[config.mk]
export PLATFORM = sky130hd
export DESIGN_NAME = mem_port_arbiter
export DESIGN_NICKNAME = d
export VERILOG_FILES = /design/src/rtl/mem_port_arbiter.sv
export SDC_FILE = /design/constraint.sdc
export NUM_CORES = 1
export LEC_CHECK = 0
export CAP_MARGIN = 20
export CORE_ASPECT_RATIO = 0.7
export CORE_MARGIN = 2
export CORE_UTILIZATION = 38
export DETAILED_ROUTE_END_ITERATION = 10
export GPL_ROUTABILITY_DRIVEN = 1
export PLACE_DENSITY = 0.77
export SETUP_SLACK_MARGIN = 0.3
export SYNTH_ARGS = -nofsm -noshare
export SYNTH_HDL_FRONTEND = slang
export SYNTH_SLANG_ARGS = --single-unit
[constraint.sdc]
create_clock -name clk -period 1.8 [get_ports clk]
set_clock_uncertainty 0.2 [all_clocks]
set_input_delay 0.36 -clock clk [delete_from_list [all_inputs] [get_ports clk]]
set_output_delay 0.36 -clock clk [all_outputs]
set_load 0.02 [all_outputs]
[src/rtl/mem_port_arbiter.sv]
// Shared single-port memory arbiter between instruction fetch and the data stage.
// Data wins by default; fetch is forced through after MAX_DM_STREAK consecutive data grants.
module mem_port_arbiter #(
   parameter int unsigned MAX_DM_STREAK = 4
) (
   input  logic        clk,
   input  logic        reset_n,
   input  logic        if_req_i,
   input  logic [31:0] if_addr_i,
   output logic        if_gnt_o,
   output logic        if_rvalid_o,
   output logic [31:0] if_rdata_o,
   input  logic        dm_req_i,
   input  logic        dm_we_i,
   input  logic [1:0]  dm_size_i,
   input  logic [31:0] dm_addr_i,
   input  logic [31:0] dm_wdata_i,
   output logic        dm_gnt_o,
   output logic        dm_rvalid_o,
   output logic [31:0] dm_rdata_o,
   output logic        dm_err_o,
   output logic        mem_req_o,
   output logic        mem_we_o,
   output logic [31:0] mem_addr_o,
   output logic [3:0]  mem_be_o,
   output logic [31:0] mem_wdata_o,
   input  logic        mem_ack_i,
   input  logic [31:0] mem_rdata_i,
   output logic        busy_o,
   output logic        owner_o
);

   typedef enum logic [1:0] {
      IDLE   = 2'd0,
      BUS_IF = 2'd1,
      BUS_DM = 2'd2,
      ERR_DM = 2'd3
   } state_t;

   localparam logic [3:0] STREAK_LIMIT = 4'(MAX_DM_STREAK);
   localparam logic [3:0] STREAK_SAT   = 4'hF;

   state_t      state;
   logic [3:0]  streak;
   logic        arb_idle;
   logic        dm_win;
   logic        if_win;
   logic        misaligned;
   logic [3:0]  dm_be;
   logic [31:0] dm_wdata_lanes;

   // Grants are suppressed while reset is held so every output reads 0 during reset.
   assign arb_idle = reset_n && (state == IDLE);
   assign dm_win   = arb_idle && dm_req_i && (!if_req_i || (streak < STREAK_LIMIT));
   assign if_win   = arb_idle && if_req_i && !dm_win;
   assign dm_gnt_o = dm_win;
   assign if_gnt_o = if_win;
   assign busy_o   = (state != IDLE);

   assign misaligned = (dm_size_i == 2'd1) ? dm_addr_i[0] :
                       (dm_size_i == 2'd0) ? 1'b0 : (dm_addr_i[1:0] != 2'b00);

   // NOTE: every always_comb output gets a default first so no path can infer a latch.
   always_comb begin
      dm_be          = 4'b1111;
      dm_wdata_lanes = dm_wdata_i;
      unique case (dm_size_i)
         2'd0: begin
            dm_be          = 4'b0001 << dm_addr_i[1:0];
            dm_wdata_lanes = {4{dm_wdata_i[7:0]}};
         end
         2'd1: begin
            dm_be          = 4'b0011 << {dm_addr_i[1], 1'b0};
            dm_wdata_lanes = {2{dm_wdata_i[15:0]}};
         end
         default: begin
            dm_be          = 4'b1111;
            dm_wdata_lanes = dm_wdata_i;
         end
      endcase
   end

   // NOTE: state is updated with non-blocking assignments so all registers see pre-edge values.
   always_ff @(posedge clk or negedge reset_n) begin
      if (!reset_n) begin
         state       <= IDLE;
         streak      <= 4'd0;
         if_rvalid_o <= 1'b0;
         if_rdata_o  <= 32'd0;
         dm_rvalid_o <= 1'b0;
         dm_rdata_o  <= 32'd0;
         dm_err_o    <= 1'b0;
         mem_req_o   <= 1'b0;
         mem_we_o    <= 1'b0;
         mem_addr_o  <= 32'd0;
         mem_be_o    <= 4'd0;
         mem_wdata_o <= 32'd0;
         owner_o     <= 1'b0;
      end else begin
         // Response strobes are single-cycle pulses; the data registers hold between them.
         if_rvalid_o <= 1'b0;
         dm_rvalid_o <= 1'b0;
         dm_err_o    <= 1'b0;

         unique case (state)
            IDLE: begin
               if (dm_win) begin
                  owner_o     <= 1'b1;
                  mem_we_o    <= dm_we_i;
                  mem_addr_o  <= {dm_addr_i[31:2], 2'b00};
                  mem_be_o    <= dm_be;
                  mem_wdata_o <= dm_we_i ? dm_wdata_lanes : 32'd0;
                  if (misaligned) begin
                     state <= ERR_DM;
                  end else begin
                     state     <= BUS_DM;
                     mem_req_o <= 1'b1;
                  end
               end else if (if_win) begin
                  owner_o     <= 1'b0;
                  mem_we_o    <= 1'b0;
                  mem_addr_o  <= {if_addr_i[31:2], 2'b00};
                  mem_be_o    <= 4'b1111;
                  mem_wdata_o <= 32'd0;
                  mem_req_o   <= 1'b1;
                  state       <= BUS_IF;
               end

               // Counts data grants that passed over a waiting fetch; anything else clears it.
               if (dm_win && if_req_i) begin
                  streak <= (streak == STREAK_SAT) ? streak : streak + 4'd1;
               end else begin
                  streak <= 4'd0;
               end
            end

            BUS_IF, BUS_DM: begin
               if (mem_ack_i) begin
                  mem_req_o <= 1'b0;
                  state     <= IDLE;
                  if (state == BUS_IF) begin
                     if_rvalid_o <= 1'b1;
                     if_rdata_o  <= mem_rdata_i;
                  end else begin
                     dm_rvalid_o <= 1'b1;
                     dm_rdata_o  <= mem_we_o ? 32'd0 : mem_rdata_i;
                  end
               end
            end

            ERR_DM: begin
               dm_rvalid_o <= 1'b1;
               dm_err_o    <= 1'b1;
               dm_rdata_o  <= 32'd0;
               state       <= IDLE;
            end

            default: state <= IDLE;
         endcase
      end
   end

endmodule

==> impl_metrics.csv <==
group,metric,value,unit
logic_synthesis,syn-cell-area,6100,µm²
power_and_ir_drop,p_leak,5.78,nW
power_and_ir_drop,clockPowerShare,15.2,%
power_and_ir_drop,power.total,23.1,mW
critical_path,cp.arrival,2300,ps
flow_run,cap_violations,0,
global_route,grt_start_max_net_pins,143,
clock_tree,cts_made_buffers,17,
logic_synthesis,syn_inst,591,
timing,fin_ws,-419,ps
logic_synthesis,synth_top_family_by_area,"simple AND/OR/NAND/NOR gates",
routing,via_per_inst,5.15,
critical_path,cp.required,1880,ps
finish,fillers,896,
clock_tree,cts_tree,"built",
routing,initialDrtViolationCount,368,
placed_design,port_buffers,272,
logic_synthesis,seq_area_frac_synth,58.3,%
die,start_util,39.1,%
power_and_ir_drop,swShare,38.6,%
clock_tree,path_clk_slew,70,ps
status,violations,"hold timing, setup timing",
status,outcome,"complete, but fails checks",
global_route,globalRouteOverflowTotal,0,
logic_synthesis,syn_area_per_cell,10.3,µm²
power_and_ir_drop,power_density,1870,nW/µm²
timing,period_share,123,%
logic_synthesis,synth-edff-count,0,
finish,final_layout_size_suffix_gt1_share,48.5,%
logic_synthesis,muxShareOfSynthArea,10.0,%
die,rows,38,
clock_tree,root_buffer,"clkbuf_16",
power_and_ir_drop,sequentialPowerShare,25.0,%
timing,slew_viol_final,0,
timing,max_freq,451,MHz
die,io_pins,277,
logic_synthesis,synth-adder-area-share,1.03,%
clock_tree,cts_max_level,4,
critical_path,setup.worst_path.class,"reg -> reg",
logic_synthesis,yosys.area_share.simple,12.3,%
clock_tree,cts_hold_buf,0,
logic_synthesis,ys_ff_latch,142,
logic_synthesis,ys_types,37,
critical_path,critPathMaxFanout,5,
power_and_ir_drop,combPwrFrac,59.8,%
timing,hold_violations,19,
finish,nets,1153,
clock_tree,clockBufferDepth,2,
logic_synthesis,ys.flop_type,"dfrtp_1",
logic_synthesis,yosys.area_share.xor_xnor,0.144,%
die,die-area,17100,µm²
clock_tree,cts.sinks,142,
routing,via_count,6320,
power_and_ir_drop,intPower,14.2,mW
global_route,grt_use_total,24.9,%
die,die_height,110,µm
placed_design,dp_hpwl,13200,µm
critical_path,cp-end-kind,"flop",
placed_design,place_ws,-622,ps
die,die_w,155,µm
timing,rsz0062_at_grt,"yes",
timing,final.min_clock_period,2220,ps
critical_path,start_kind,"flop",
routing,drt_wl_total,24900,µm
routing,first_pass_iters,5,
timing,tightest_slew,783,ps
global_route,grt_first_pass_wirelength,33000,µm
timing,setup_violations,140,
critical_path,r2r_start,"state[1]$_DFFE_PN0P_",
logic_synthesis,synth-compound-area-share,12.3,%
critical_path,startpoint,"state[1]$_DFFE_PN0P_",
power_and_ir_drop,p_sw,8.91,mW
die,core,15600,µm²
routing,avgRoutedWirePerCell,20.3,µm
logic_synthesis,async_flop_share,100,%
timing,relSlewSlack,47.8,%
power_and_ir_drop,ir_worst_vdd,0.000895,V
placed_design,gp_congestion,0.815,
routing,drc_errors,0,
min_path,hold_class,"in -> async",
logic_synthesis,ys_warn_count,0,
global_route,grt_pass1_vias,6302,
routing,detail-route-antenna-nets,0,
clock_tree,clk_latency,410,ps
finish,area.growth.synth_to_final,103,%
timing,fin_hold_ws,-6.52,ps
global_route,antenna_found_initial,1,
==> area by class of cell <==
class	count	area, µm²	share of cell area [%]
Timing Repair Buffer	439	4970	40.1
Sequential cell	142	3550	28.7
Multi-Input combinational cell	372	2870	23.2
Clock buffer	17	425	3.44
Tap cell	200	250	2.02
Inverter	40	158	1.27
Clock inverter	15	149	1.20
Antenna cell	1	2.50	0.0202
==> power groups by stage <==
stage / Combinational (mW) / Sequential [mW] / Clock [mW]
floorplan: 3.26 / 7.10 / 0
global placement: 9.29 / 5.37 / 0
detailed placement: 9.41 / 5.41 / 0
CTS: 11.9 / 5.64 / 3.55
global route: 14.5 / 5.89 / 3.72
finish: 13.8 / 5.76 / 3.51
==> registers in the layout, indices dropped and copies added, names as in the netlist <==
| register | flops |
|---|---|
| dm_err_o | 1 |
| mem_req_o | 1 |
| mem_be_o | 4 |
| mem_addr_o | 30 |
| state | 2 |
| mem_wdata_o | 32 |
| dm_rdata_o | 32 |
| streak | 4 |
| dm_rvalid_o | 1 |
| if_rdata_o | 32 |
| mem_we_o | 1 |
| owner_o | 1 |
| if_rvalid_o | 1 |
==> final timing paths <==
check | endpoint | slack [ps] | depth (start not counted)
worst max-delay path | mem_addr_o[28]$_DFFE_PN0P_ | -420 | 12
worst min-delay path | mem_addr_o[19]$_DFFE_PN0P_ | -7 | 3
worst max register to register | mem_addr_o[28]$_DFFE_PN0P_ | -420 | 12
worst min register to register | mem_wdata_o[15]$_DFFE_PN0P_ | 300 | 2
max in group asynchronous | mem_wdata_o[12]$_DFFE_PN0P_ | 820 | 3
min in group clk | mem_wdata_o[15]$_DFFE_PN0P_ | 300 | 2
==> kinds of logic (layout without fill, tap and decap cells) <==
group / Yosys count / after routing
simple gates: 179 / 179
flops: 142 / 142
compound gates: 128 / 128
buf+inv: 78 / 511
mux: 57 / 57
fa+ha+maj: 5 / 5
other cells: 1 / 3
xor+xnor: 1 / 1
==> synthesized netlist by cell type (4+ instances only) <==
cell type    n  share of area [%]
dfrtp_1    142                 58
nand2_1     92                5.7
o21ai_0     59                4.8
nor2_1      45                2.8
inv_1       39                2.4
mux2_2      33                6.1
nand3_1     33                2.7
a31oi_1     30                3.1
mux2i_1     24                3.9
clkbuf_1    17                1.0
a21oi_1     16                1.3
buf_2       14                1.1
a22o_1       8                1.1
buf_6        5               0.92
ha_1         5                1.0
o21ai_1      4               0.33
==> through the flow <==
step	instance area, µm²	hold slack [ps]	cells	TNS, ps	util [%]
2_1_floorplan	6430	-136	592	0	-
3_3_place_gp	9590	260	1076	-35260	61.5
3_5_place_dp	9590	267	1076	-39380	61.5
4_1_cts	11500	33.2	1175	-13310	73.6
5_1_grt	12400	70.6	1226	-31940	79.4
6_report	12400	-6.52	1226	-24320	79.4
==> critical path: stages, from the launching register on <==
cell and delay (ps):
dfrtp_1 390, inv_2 90, ha_4 140, and2_4 160, nand3_4 80, buf_6 140
clkinv_4 50, buf_8 110, buf_12 130, buf_6 110, buf_8 120, nand2_2 60
a31oi_1 300
==> cell usage in the layout (no fill, tap or decap), types with 3 or more instances in the layout <==
cell type,Yosys,final
inv_6,0,6
clkbuf_16,0,25
nand2_2,1,24
nand3_2,0,29
nor2_1,45,43
o21ai_1,4,23
buf_6,5,170
clkdlybuf4s50_1,0,132
ha_4,0,3
mux2_4,0,28
inv_2,1,3
mux2i_1,24,24
inv_1,39,35
a21oi_1,16,13
a22o_1,8,8
buf_12,0,20
buf_16,0,13
nand3_1,33,3
dfrtp_1,142,142
nand2_1,92,60
buf_4,2,89
clkinvlp_4,0,3
nand2_4,0,7
buf_8,0,7
inv_8,0,3
a31oi_1,30,28
mux2_2,33,5
o21ai_2,2,36
o21ai_0,59,5
==> what timing repair did <==
item | 4_1_cts | 5_1_grt
cloned | 12 | 10
pin swaps | 50 | 37
setup buffers | 55 | 40
setup endpoints to repair | 278 | 278
gates resized for setup | 953 | 99
==> layer usage <==
layer  vias to the layer above  global-route usage [%]  wire length (µm)
li1                       2858                       -                 -
met1                      3168                    30.7             10100
met2                       253                    43.2             12400
met3                        41                    7.62              1900
met4                         0                    6.29               585
met5                         -                       0                 0
Note: power is estimated with default switching activity, not from simulation.
